==> src/rtl/serializador.sv <==
// rtl/serializador.sv - byte-to-bit serializer with even parity trailer
//
// Pops one byte from an upstream queue (fila) per frame and sends it MSB first,
// followed by one even-parity bit, over a ready/valid serial interface.
//
// Ports:
//   clk_10KHz        in   single clock, rising edge
//   reset            in   asynchronous, active-high
//   enable_in        in   permits starting a new frame
//   len_in[3:0]      in   fila occupancy (0..8)
//   data_in[7:0]     in   head word of fila, valid while len_in != 0
//   dequeue_out      out  one-cycle pop strobe to fila (LOAD state only)
//   data_out         out  serial bit
//   valid_out        out  data_out carries a frame bit
//   last_out         out  current bit is the parity bit
//   ready_in         in   downstream accepts the current bit on this edge
//   busy_out         out  frame in progress
//   frame_count_out  out  completed frames, modulo 256

module serializador (
    input  logic       clk_10KHz,
    input  logic       reset,
    input  logic       enable_in,
    input  logic [3:0] len_in,
    input  logic [7:0] data_in,
    output logic       dequeue_out,
    output logic       data_out,
    output logic       valid_out,
    output logic       last_out,
    input  logic       ready_in,
    output logic       busy_out,
    output logic [7:0] frame_count_out
);

    typedef enum logic [1:0] {
        IDLE = 2'd0,
        LOAD = 2'd1,
        SEND = 2'd2,
        PAR  = 2'd3
    } state_t;

    state_t     state;
    logic [7:0] shift_reg;
    logic [2:0] bit_cnt;
    logic       parity;

    logic       can_start;
    assign can_start = enable_in && (len_in != 4'd0);

    // Outputs are registered and computed for the state being entered, so
    // each output always reflects the current state (Moore behaviour).
    always_ff @(posedge clk_10KHz or posedge reset) begin
        if (reset) begin
            state           <= IDLE;
            shift_reg       <= 8'd0;
            bit_cnt         <= 3'd0;
            parity          <= 1'b0;
            dequeue_out     <= 1'b0;
            data_out        <= 1'b0;
            valid_out       <= 1'b0;
            last_out        <= 1'b0;
            busy_out        <= 1'b0;
            frame_count_out <= 8'd0;
        end else begin
            case (state)
                IDLE: begin
                    if (can_start) begin
                        state       <= LOAD;
                        dequeue_out <= 1'b1;
                        busy_out    <= 1'b1;
                    end
                end

                LOAD: begin
                    shift_reg   <= data_in;
                    bit_cnt     <= 3'd0;
                    parity      <= ^data_in;
                    state       <= SEND;
                    dequeue_out <= 1'b0;
                    data_out    <= data_in[7];
                    valid_out   <= 1'b1;
                    last_out    <= 1'b0;
                end

                SEND: begin
                    if (ready_in) begin
                        shift_reg <= {shift_reg[6:0], 1'b0};
                        bit_cnt   <= bit_cnt + 3'd1;
                        if (bit_cnt == 3'd7) begin
                            state    <= PAR;
                            data_out <= parity;
                            last_out <= 1'b1;
                        end else begin
                            // Next bit to present is the one shifting into bit 7.
                            data_out <= shift_reg[6];
                        end
                    end
                end

                PAR: begin
                    if (ready_in) begin
                        frame_count_out <= frame_count_out + 8'd1;
                        data_out        <= 1'b0;
                        valid_out       <= 1'b0;
                        last_out        <= 1'b0;
                        if (can_start) begin
                            state       <= LOAD;
                            dequeue_out <= 1'b1;
                        end else begin
                            state       <= IDLE;
                            busy_out    <= 1'b0;
                        end
                    end
                end

                default: begin
                    state <= IDLE;
                end
            endcase
        end
    end

endmodule

==> config.mk <==
export PLATFORM = sky130hd
export DESIGN_NAME = serializador
export DESIGN_NICKNAME = d
export VERILOG_FILES = /design/src/rtl/serializador.sv
export SDC_FILE = /design/constraint.sdc
export NUM_CORES = 1
export LEC_CHECK = 0
export ABC_CLOCK_PERIOD_IN_PS = 1700
export BUFFER_PORTS_ARGS = -buffer_cell sky130_fd_sc_hd__buf_2
export CAP_MARGIN = 20
export CORE_MARGIN = 4
export CORE_UTILIZATION = 29
export DETAILED_ROUTE_END_ITERATION = 10
export HOLD_SLACK_MARGIN = 0.12
export MAX_ROUTING_LAYER = met4
export SYNTH_ARGS = -nofsm -noshare
export SYNTH_HDL_FRONTEND = slang
export SYNTH_SLANG_ARGS = --single-unit
==> constraint.sdc <==
create_clock -name clk_10KHz -period 1.7 [get_ports clk_10KHz]
set_clock_uncertainty 0.05 [all_clocks]
set_input_delay 0.255 -clock clk_10KHz [delete_from_list [all_inputs] [get_ports clk_10KHz]]
set_output_delay 0.255 -clock clk_10KHz [all_outputs]
set_load 0.01 [all_outputs]
==> flow_summary.json <==
{
  "outcome": "finished clean",
  "drc": 0,
  "cts_tree": "yes",
  "wl_per_cell_um": 11.6,
  "min_from": "data_in[6]",
  "worstPathArrival_ns": 1.70,
  "drt-initial-drc-count": 51,
  "clkLatencyLatePin_ns": 0.27,
  "crit_buf_inv": 0,
  "grt_max_degree": 27,
  "r2r-start": "bit_cnt[0]",
  "ys_seq_area_share_pct": 44.8,
  "synth_cell_type_count": 30,
  "finalNonFillerCells": 236,
  "worst_pin_slew_ns": 0.470,
  "r2r-end": "last_out",
  "maxCapViolCount": 0,
  "avgSynthCellArea_um2": 10.7,
  "grt_pass1_vias": 975,
  "drt.antenna.violating_nets": 0,
  "clockBufferDepth": 2,
  "slew-limit-headroom_pct": 68.6,
  "grt_pass1_wl_um": 4700,
  "fin_crit_ns": 1.58,
  "leakagePower_nw": 0.850,
  "critPathMaxStageDelay_ns": 0.40,
  "dieArea_um2": 6210,
  "hold_class": "input port to flip-flop",
  "insertedDiodeCount": 0,
  "clock-sinks": 26,
  "numCtsBuffers": 3,
  "rsz0062_at_grt": "false",
  "synthesis.nets": 161,
  "cp_common_cell": "ha_1",
  "antenna_found_initial": 0,
  "vias": 1039,
  "rr_worst_depth": 5,
  "grt.total_usage_pct": 9.69,
  "cts_setup_buffers": 0,
  "yosysWarnings": 0,
  "required_ns": 1.82,
  "fp-row-count": 25,
  "path_clk_slew_ns": 0.10,
  "vias_per_cell": 4.40,
  "drive_gt1_share_pct": 28.4,
  "crit_type": "flip-flop to flip-flop",
  "endpoint_kind": "flip-flop",
  "worstSetupEndpoint": "last_out",
  "syn_inst": 136,
  "nNetsFinal": 195,
  "dp_hpwl_um": 2090,
  "tns_ns": 0,
  "crit_family": "flip-flops",
  "numPlacedInstances": 231,
  "coreArea_um2": 4790,
  "syn_area_um2": 1450,
  "area.sequential_um2": 651,
  "portBuffers": 28,
  "reg2reg_slack_ns": 0.12,
  "grt-ovfl-total": 0,
  "vdd_drop_max_mv": 0.665,
  "hold_depth": 3,
  "start_util_pct": 30.4,
  "path_max_fanout": 3,
  "ys_ff_latch": 26,
  "syn_to_final_growth_pct": 24.2,
  "slew_viol_final": 0,
  "cts_root_buf": "clkbuf_8",
  "htree_levels": 1,
  "io_pins": 29,
  "crit_slowest_cell": "dfrtp_1",
  "multiInputGateArea_um2": 773,
  "cellPowerDensity_nw_per_um2": 1650,
  "fmax_mhz": 632,
  "crit_cells": 5,
  "crit_start": "bit_cnt[0]",
  "place_congestion": 0.756,
  "n_fill_cell": 478,
  "finalHoldViolCount": 0,
  "path_cells": "ha_1 > ha_1 > nand2_1 > a211oi_2 > mux2_2",
  "die_h_um": 78.8,
  "die_width_um": 78.8,
  "finalWirelength_um": 2730,
  "drt_pass1_iterations": 4,
  "fin_crit_sh_pct": 93.1,
  "largest_reg_flops": 8,
  "setup_viol": 0,
  "startpoint_type": "flip-flop"
}
## layout by cell type, fill, tap and decap left out, types with 2 or more instances in the layout
master	netlist	layout
a211oi_1	6	5
xnor2_1	11	11
ha_1	9	8
dfrtp_1	26	26
a21oi_1	8	8
inv_1	5	5
nor2_1	7	7
nor3_1	2	2
buf_4	1	5
mux2i_1	8	8
buf_2	3	28
nand3_1	5	5
o21ai_0	4	4
mux2_2	4	4
nand2_1	13	13
xor2_1	4	4
clkbuf_8	0	3
nor2b_1	6	6
## worst min-delay path: stages
cell	delay [ns]
buf_2	0.11
a32oi_1	0.06
nand2_1	0.05
## what timing repair did
item | CTS | global route
gates resized for setup | 0 | 3
endpoints found under the hold margin | 26 | 0
hold buffers | 1 | 0
setup endpoints to repair | 0 | 3
## routing by layer
metal	part of all wire (%)	GRT usage (%)
met1	50	13.1
met2	44	15.3
met3	4.7	2.49
met4	0.51	1.05
met5	0	-
## cell usage after synthesis, drive strengths merged
cell / n / share of area [%]
a211oi: 6 / 3.1
a21oi: 8 / 2.8
a221oi: 1 / 1.0
a22o: 1 / 0.60
a22oi: 1 / 0.52
a2bb2oi: 1 / 0.60
a32o: 1 / 0.69
a32oi: 1 / 0.60
buf: 4 / 1.5
clkbuf: 2 / 0.52
dfrtp: 26 / 45
ha: 9 / 7.7
inv: 5 / 1.3
mux2: 4 / 3.1
mux2i: 8 / 5.5
nand2: 13 / 3.4
nand2b: 1 / 0.43
nand3: 5 / 1.7
nor2: 7 / 1.8
nor2b: 7 / 3.5
nor3: 3 / 1.4
o21ai: 4 / 1.4
o22ai: 1 / 0.43
o32a: 1 / 0.69
o41ai: 1 / 1.9
xnor2: 11 / 6.6
xor2: 4 / 2.4
## kinds of logic (layout without fill, tap and decap cells)
| logic type | count (synthesis) | count (layout) | share of synthesized area (%) |
|---|---|---|---|
| fa+ha+maj | 9 | 9 | 7.75 |
| mux | 12 | 12 | 8.61 |
| xor+xnor | 15 | 15 | 9.04 |
| buf+inv | 11 | 44 | 3.36 |
| compound gates | 27 | 27 | 14.3 |
| flops | 26 | 26 | 44.8 |
| simple gates | 36 | 36 | 12.2 |
## where the power goes
group / leakage [nW] / internal (mW) / switching, mW
Combinational: 0.492 / 0.691 / 0.705
Clock: 0.0357 / 0.315 / 0.202
Sequential: 0.322 / 0.870 / 0.195
## metrics by stage
step                cell area, µm²  utilization (%)  setup WS (ns)  power [mW]  hold WS [ns]
detailed placement            1710             35.6         0.0865        2.45         0.289
floorplan                     1450                -          0.134        2.02         0.245
CTS                           1790             37.3         0.0953        2.97         0.163
global route                  1810             37.7        0.00354        3.24         0.179
global placement              1710             35.6          0.127        2.43         0.293
finish                        1810             37.7          0.118        2.98         0.171
## how the worst min path moves through the flow
stage | to | slack [ns]
final | shift_reg[6] | 0.17
after global routing | shift_reg[6] | 0.18
after CTS | shift_reg[6] | 0.16
after detailed placement | bit_cnt[0] | 0.29
after global placement | bit_cnt[0] | 0.29
after floorplan | bit_cnt[0] | 0.25
## cell type report
cell class / instances / area share (%)
Multi-Input combinational cell: 99 / 42.8
Sequential cell: 26 / 36.0
Timing Repair Buffer: 35 / 11.5
Tap cell: 67 / 4.64
Clock buffer: 3 / 2.29
Clock inverter: 1 / 1.66
Inverter: 5 / 1.04
(Power assumes the default switching activity.)
